**src/rtl/wc_pkg.sv**
```systemverilog
// wc_pkg: constants, feeder FSM states and tile packing shared by the wc core.
package wc_pkg;
    localparam int WC_W = 10;
    localparam int WC_TILE = 5;
    localparam int WC_STRIDE = 3;
    localparam int WC_OVL = 2;
    typedef enum logic [1:0] {FILL, PAD, FULL} wc_state_e;
    // Element 0 (oldest sample) sits in the most significant field.
    typedef logic [0:WC_TILE-1][WC_W-1:0] wc_tile_t;
    function automatic logic [WC_TILE*WC_W-1:0] wc_pack(input wc_tile_t t);
        return t;
    endfunction
    function automatic wc_tile_t wc_unpack(input logic [WC_TILE*WC_W-1:0] d);
        return d;
    endfunction
endpackage

```
**src/rtl/wc_tile_feeder_if.sv**
```systemverilog
// wc_tile_feeder_if: serial sample stream in, held 5-sample tile out.
interface wc_tile_feeder_if import wc_pkg::*; #(parameter int W = WC_W);
    logic [W-1:0] s_data;
    logic s_valid;
    logic s_last;
    logic s_ready;
    logic [WC_TILE*W-1:0] D;
    logic d_valid;
    logic d_first;
    logic d_row_end;
    logic [2:0] d_nreal;
    modport master (output s_data, s_valid, s_last, input s_ready, D, d_valid, d_first, d_row_end, d_nreal);
    modport slave (input s_data, s_valid, s_last, output s_ready, D, d_valid, d_first, d_row_end, d_nreal);
endinterface

```
**src/rtl/wc_tile_feeder.sv**
```systemverilog
// wc_tile_feeder: builds overlapping 5-sample tiles (stride 3) from a sample stream,
// zero-pads the tail of each row and holds every tile on D for HOLD cycles.
module wc_tile_feeder import wc_pkg::*; #(
    parameter int W = WC_W,
    parameter int HOLD = 6
) (
    input logic clk,
    input logic rst,
    wc_tile_feeder_if.slave bus
);
    localparam int HW = (HOLD > 1) ? $clog2(HOLD) : 1;
    logic [W-1:0] sbuf [WC_TILE];
    logic [2:0] cnt;
    logic [2:0] nreal;
    logic pad;
    logic row_end;
    logic accept;
    logic launch;
    logic out_free;
    logic [HW-1:0] hold_cnt;
    wc_state_e state;
    always_comb
        state = (cnt == 3'(WC_TILE)) ? FULL : pad ? PAD : FILL;
    assign bus.s_ready = (state == FILL);
    assign accept = bus.s_valid && bus.s_ready;
    assign out_free = !bus.d_valid || (hold_cnt == '0);
    assign launch = (state == FULL) && out_free;
    // A full buffer never accepts, so launch and accept are mutually exclusive.
    always_ff @(posedge clk or negedge rst) begin
        if (!rst) begin
            for (int i = 0; i < WC_TILE; i++) sbuf[i] <= '0;
            cnt <= '0;
            pad <= 1'b0;
            row_end <= 1'b0;
            nreal <= '0;
        end else if (launch) begin
            if (row_end) begin
                cnt <= '0;
                pad <= 1'b0;
                row_end <= 1'b0;
            end else begin
                for (int i = 0; i < WC_OVL; i++) sbuf[i] <= sbuf[i+WC_STRIDE];
                cnt <= 3'(WC_OVL);
            end
        end else if (accept) begin
            sbuf[cnt] <= bus.s_data;
            cnt <= cnt + 3'd1;
            if (bus.s_last) begin
                row_end <= 1'b1;
                nreal <= cnt + 3'd1;
                pad <= (cnt != 3'(WC_TILE-1));
            end
        end else if (state == PAD) begin
            sbuf[cnt] <= '0;
            cnt <= cnt + 3'd1;
        end
    end
    always_ff @(posedge clk or negedge rst) begin
        if (!rst) begin
            bus.D <= '0;
            bus.d_valid <= 1'b0;
            bus.d_first <= 1'b0;
            bus.d_row_end <= 1'b0;
            bus.d_nreal <= '0;
            hold_cnt <= '0;
        end else begin
            bus.d_first <= launch;
            if (launch) begin
                bus.D <= {sbuf[0], sbuf[1], sbuf[2], sbuf[3], sbuf[4]};
                bus.d_valid <= 1'b1;
                bus.d_row_end <= row_end;
                bus.d_nreal <= row_end ? nreal : 3'(WC_TILE);
                hold_cnt <= HW'(HOLD - 1);
            end else if (hold_cnt != '0) begin
                hold_cnt <= hold_cnt - 1'b1;
            end else begin
                bus.d_valid <= 1'b0;
            end
        end
    end
endmodule

```
**src/flat_wrapper.sv**
```systemverilog
// flat-port wrapper written by rule: the top's interface ports become plain ports
module wc_tile_feeder_flat import wc_pkg::*;
#(
    parameter int W = WC_W,
    parameter int HOLD = 6
)
  (clk, rst, bus_s_data, bus_s_valid, bus_s_last, bus_s_ready, bus_D, bus_d_valid, bus_d_first, bus_d_row_end, bus_d_nreal);
  wc_tile_feeder_if #(.W(W)) bus_i ();
  input logic clk;
  input logic rst;
  input wire logic [$bits(bus_i.s_data)-1:0] bus_s_data;
  input wire logic [$bits(bus_i.s_valid)-1:0] bus_s_valid;
  input wire logic [$bits(bus_i.s_last)-1:0] bus_s_last;
  output wire logic [$bits(bus_i.s_ready)-1:0] bus_s_ready;
  output wire logic [$bits(bus_i.D)-1:0] bus_D;
  output wire logic [$bits(bus_i.d_valid)-1:0] bus_d_valid;
  output wire logic [$bits(bus_i.d_first)-1:0] bus_d_first;
  output wire logic [$bits(bus_i.d_row_end)-1:0] bus_d_row_end;
  output wire logic [$bits(bus_i.d_nreal)-1:0] bus_d_nreal;
  assign bus_i.s_data = bus_s_data;
  assign bus_i.s_valid = bus_s_valid;
  assign bus_i.s_last = bus_s_last;
  assign bus_s_ready = bus_i.s_ready;
  assign bus_D = bus_i.D;
  assign bus_d_valid = bus_i.d_valid;
  assign bus_d_first = bus_i.d_first;
  assign bus_d_row_end = bus_i.d_row_end;
  assign bus_d_nreal = bus_i.d_nreal;
  wc_tile_feeder #(.W(W), .HOLD(HOLD)) u_core (.clk(clk), .rst(rst), .bus(bus_i));
endmodule
```
**config.mk**
```make
export PLATFORM = sky130hd
export DESIGN_NAME = wc_tile_feeder_flat
export DESIGN_NICKNAME = d
export VERILOG_FILES = /design/src/rtl/wc_pkg.sv /design/src/rtl/wc_tile_feeder_if.sv /design/src/rtl/wc_tile_feeder.sv /design/src/flat_wrapper.sv
export SDC_FILE = /design/constraint.sdc
export NUM_CORES = 1
export LEC_CHECK = 0
export ABC_AREA = 1
export CORE_AREA = 2 2 98 100
export CTS_CLUSTER_SIZE = 20
export DETAILED_ROUTE_END_ITERATION = 7
export DIE_AREA = 0 0 100 102
export PLACE_DENSITY_LB_ADDON = 0.08
export SLEW_MARGIN = 30
export SYNTH_ARGS = -nofsm -noshare
export SYNTH_HDL_FRONTEND = slang
export SYNTH_SLANG_ARGS = --single-unit
```
**constraint.sdc**
```tcl
create_clock -name clk -period 3.04 [get_ports clk]
set_input_delay 0.304 -clock clk [delete_from_list [all_inputs] [get_ports clk]]
set_output_delay 0.304 -clock clk [all_outputs]
set_load 0.02 [all_outputs]
```
* Yosys cells after proc, flatten, opt, wreduce, memory -nomap -nowiden
Index checks and enable logic that the tools add are counted.
** Storage, ports and cells
- Bits of input ports :: 14
- Output and inout port bits :: 57
- Bits in registers :: 117
** Cells by class
- Reduce and logical (&&, ||, !) cells :: 18
- Mux-type cells :: 25
- Order comparisons :: 2
- Equal/unequal tests :: 7
- Add/subtract/negate cells :: 2
- Bitwise operators :: 4
** Operator list (count)
- $mux 50 :: 2
- $and 50x50->50 :: 1
- $bwmux 50 :: 1
- $not 50->50 :: 1
- $mux 20 :: 2
- $demux 10 s3 :: 1
- $mux 3 :: 6
- $mux 1 :: 10
- $mux 10 :: 1
- $reduce_bool 2->1 :: 4
- $reduce_and 2->1 :: 3
- $reduce_and 3->1 :: 2
- $reduce_bool 3->1 :: 2
- $ge 4x4->1 const B :: 1
- $lt 4x1->1 const B :: 1
- $mux 2 :: 2
- $ne 2x1->1 const B :: 2
- $not 3->4 :: 1
- $add 3x1->3 const B :: 1
- $eq 3x3->1 const B :: 1
- $logic_and 1x1->1 :: 3
- $logic_not 3->1 :: 1
- $ne 3x3->1 const B :: 1
- $sub 3x1->3 const B :: 1
- other kinds (7) :: 7

* Logic depth before layout (Yosys ltp)
- Depth after elaboration :: 10
- Mapped depth :: 11
- Mapped depth without buffers :: 10

* Worst setup path after synthesis
OpenSTA, ideal clock, no wires.
- Kind :: register to register
- From :: register u_core.cnt[1]
- To :: register u_core.sbuf[30] (netlist name)
- Setup slack :: 1.509 ns
- Setup time :: 0.065 ns
- Data required time :: 2.975 ns
- Path buffers :: 0
- Data arrival time :: 1.465 ns
- Cell stages (with the launch flop) :: 9
- Path through :: dfrtp_1 -> inv_1 -> ha_1 -> nand2_2 -> nand3_1 -> nor2_2 -> nand3b_1 -> nand2_1 -> nand2_1
** Between the ends
- Cells in the longest elaborated chain, start to end :: 10
- Elaborated cells between the ends (all ways) :: 22
- Classes of those cells :: order compare: 2; eq/ne: 4; mux: 7; bitwise: 3; reduce/logical: 6
** RTL lines
- start: declaration :: RTL line wc_tile_feeder.sv:13 : logic [2:0] cnt;
- start signal: assignment :: RTL line wc_tile_feeder.sv:43 : cnt <= 3'(WC_OVL);
- start signal: assignment :: RTL line wc_tile_feeder.sv:47 : cnt <= cnt + 3'd1;
- start signal: assignment :: RTL line wc_tile_feeder.sv:55 : cnt <= cnt + 3'd1;
- $not 3->4 (implied by the code) :: RTL line wc_tile_feeder.sv:46, wc_tile_feeder.sv:54
- $ge 4x4->1 (implied by the code) or $lt 4x1->1 (tied branches) :: RTL line wc_tile_feeder.sv:46, wc_tile_feeder.sv:54
- $logic_and 1x1->1 (implied by the code) :: RTL line wc_tile_feeder.sv:46, wc_tile_feeder.sv:54
- $mux 10 (implied by the code) :: RTL line wc_tile_feeder.sv:46, wc_tile_feeder.sv:54
- $demux 10 s3 :: RTL line wc_tile_feeder.sv:46, wc_tile_feeder.sv:54
- $not 50->50 (no line)
- $and 50x50->50 (no line)
- $mux 50 :: RTL line wc_tile_feeder.sv:53 : end else if (state == PAD) begin
- $mux 50 :: RTL line wc_tile_feeder.sv:45 : end else if (accept) begin
- $mux 20 :: RTL line wc_tile_feeder.sv:36 : end else if (launch) begin
- end signal: indexed assignment :: RTL line wc_tile_feeder.sv:46 : sbuf[cnt] <= bus.s_data;
- end: declaration :: RTL line wc_tile_feeder.sv:12 : logic [W-1:0] sbuf [WC_TILE];
Several ways; a longest one is shown, not always the timed one. The select of a mux whose other input is x is not followed.
A chain may end at the register's enable or synchronous reset.

* Final worst setup path
- From :: register u_core.cnt[0]
- To :: output bus_s_ready
** Between the ends
- Cells in the longest elaborated chain, start to end :: 3
** RTL lines
- $eq 3x3->1 :: RTL line wc_tile_feeder.sv:23 : state = (cnt == 3'(WC_TILE)) ? FULL : pad ? PAD : FILL;
- $mux 2 :: RTL line wc_tile_feeder.sv:23
- $logic_not 2->1 :: RTL line wc_tile_feeder.sv:24 : assign bus.s_ready = (state == FILL);
- end: declaration :: RTL line flat_wrapper.sv:14 : output wire logic [$bits(bus_i.s_ready)-1:0] bus_s_ready;
Every way passes these cells.

==> summary.txt <==
routed length per instance: 15.0 microns
EDFF count, synth: 0
HP Class: input port to asynchronous set/reset pin
critical path launch point type: register
dominant cells by area after synthesis: dfrtp_1 (60%), nand2_1 (22%), a21oi_1 (3.6%), nor2_1 (3.0%), nand3_1 (2.3%)
maxcap violations: 0
top post-synthesis cells by count: nand2_1 (281), dfrtp_1 (117), nor2_1 (39)
vias: 4105
# setup viols final: 0
Critical Path RT: 2.74 ns
top cell type's share of synthesized area: 60.0%
count leader, synth: nand2_1
Die Width: 100 microns
diodes inserted: 0
Hold WS: 0.330 ns
fin. max-slew vios: 0
I/O pin cnt: 71
Yosys reg bits: 117
Cell Area, Synth: 4880 sq um
Clk Latency, worst-skew pair: 0.51 ns
CTS tree: done
GPL Wtd Cong: 0.796
asr flop ratio synth: 100%
postcts setup bufs: 0
crit path kind: register to output pin
setup repair after global routing missed its margin: no
biggest area consumer among synthesized cells: dfrtp_1
Layout Skew: 0.00888 ns
top_reg_cell synth: dfrtp_1
Peak VDD IR: 583 uV
clk root buf: clkbuf_8
dpl cell area: 5680 sq um
pin count of the biggest net entering global routing: 54
setup_tns: 0 ns
maximum clock path buffer count: 2
global route overflow: 0
initial antenna violation count: 0
Layout area overhead: 30.8%
proportion of layout cells with a drive suffix above 1: 8.12%
Antenna Nets Post-Route: 0
TritonCTS Buffers: 17
row count: 35
Final Hold Viols: 0
Die Ht: 102 microns
Die ar.: 10200 sq um
Final HPWL DP: 7.66 mm
first-pass GRT wire length: 19.6 mm
status: finished, final reports clean
# port buffers: 70
Period Utilization, post-route: 81.9%
Via density: 5.29
crit path DAT: 2.18 ns
Post-Syn Area per Cell: 8.45 sq um
core area: 9110 sq um
Unique masters post-synth: 22
clock-pin slew on the worst setup and hold paths: 0.05 ns
Least-Margin Pin Slew: 0.674 ns
final worst path period need: 2.49 ns
clk sinks: 117
Worst setup EP type: output pin
Starting Density: 53.5%
Crit Path Max Fanout: 14
Slew Limit Headroom: 55.0%
vias in the first global route: 4076
Max Freq: 402 MHz
total power: 8.07 mW
LEAKAGE: 3.27 nW
drt pass-1 iters: 5
GR Util All Layers: 24.8%
iteration-0 DRC count of the detailed router: 311
Synth Instances: 577
H-tree lvl count: 4
pwr dens: 1270 nW/um^2
YS warnings: 0
DR DRC count: 0
Net Count, Synth: 596
# nets final: 671
DRT Wirelength: 11.7 mm
post-synthesis sequential area ratio: 60.0%
Final Cell Area: 6380 sq um
==> critical path, cell delays in order, from the launching register on <==
cell	delay, ns
dfrtp_1	0.54
ha_1	0.29
nand2_2	0.11
nand2_1	0.09
inv_1	0.06
clkdlybuf4s50_1	0.59
==> final timing paths <==
| path | from | end | slack, ns | cells past startpoint |
|---|---|---|---|---|
| min | rst | u_core.hold_cnt[2] | 0.33 | 2 |
| max reg2reg | u_core.cnt[0] | u_core.sbuf[34] | 0.63 | 9 |
| min reg2reg | u_core.bus.D[38] | u_core.bus.D[38] | 0.47 | 2 |
| max | u_core.cnt[0] | bus_s_ready | 0.55 | 5 |
| max in group asynchronous | rst | u_core.sbuf[30] | 1.94 | 3 |
| min in group clk | bus_s_last | u_core.row_end | 0.40 | 3 |
==> cell families (layout without fill, tap and decap cells) <==
family | count (synthesis) | after routing | share of synthesized area (%)
simple gates | 352 | 352 | 28.5
flops | 117 | 117 | 60.0
compound gates | 57 | 57 | 5.95
buf+inv | 44 | 132 | 3.90
fa+ha+maj | 5 | 5 | 1.28
xor+xnor | 2 | 2 | 0.359
==> sequential cells by signal (all words and copies together), names as in the netlist <==
| name | cells |
|---|---|
| u_core.hold_cnt | 3 |
| u_core.sbuf | 50 |
| u_core.bus.d_valid | 1 |
| u_core.bus.d_row_end | 1 |
| u_core.row_end | 1 |
| u_core.bus.d_nreal | 3 |
| u_core.bus.d_first | 1 |
| u_core.bus.D | 50 |
| u_core.nreal | 3 |
| u_core.pad | 1 |
| u_core.cnt | 3 |
==> area by class of cell <==
cell class              count  area [sq um]
clock buffers              19           432
clock inverters            13           253
fillers                   746          2730
inverters                  19          71.3
multi-input cells         416          1760
flip-flops and latches    117          2930
well taps                 111           139
repair buffers             81           796
==> where the power goes <==
part / total, mW / leakage, nW / internal (mW) / switching [mW]
combinational: 3.08 / 1.48 / 1.21 / 1.87
clock: 2.30 / 0.328 / 1.60 / 0.698
sequential: 2.69 / 1.47 / 2.26 / 0.427
total: 8.07 / 3.27 / 5.07 / 3.00
==> placed cells by master, fill, tap and decap left out, types with 2 or more instances in the layout <==
cell / synthesis / routed
clkinv_4: 0 / 2
clkdlybuf4s50_1: 0 / 69
o21ai_0: 20 / 20
bufinv_16: 0 / 7
nor2_1: 39 / 39
dfrtp_1: 117 / 117
clkbuf_8: 0 / 2
ha_1: 5 / 5
inv_1: 16 / 16
a21oi_1: 35 / 35
clkinv_2: 0 / 2
inv_2: 3 / 3
nand2_2: 4 / 4
nand2_1: 281 / 281
nor2_4: 2 / 2
clkbuf_16: 0 / 16
nand3_1: 22 / 22
clkinvlp_4: 0 / 2
buf_4: 1 / 10
==> timing repair <==
item	4_1_cts	5_1_grt
resized for setup	0	0
hold buffers	1	0
endpoints found under the hold margin	43	0
==> routing by layer <==
metal | GRT usage [%] | vias up | routed length, microns
met5 | 0 | - | 0
met4 | 8.11 | 0 | 136
met3 | 5.47 | 15 | 642
met2 | 40.1 | 157 | 5690
met1 | 33.8 | 1980 | 5190
li1 | - | 1953 | -
==> stage by stage <==
step	util (%)	setup WS (ns)	std cells
floorplan	-	1.51	577
global placement	62.4	0.743	743
detailed placement	62.4	0.683	743
CTS	70.0	0.556	776
global route	70.0	0.444	776
finish	70.0	0.551	776
(Power assumes the default switching activity.)
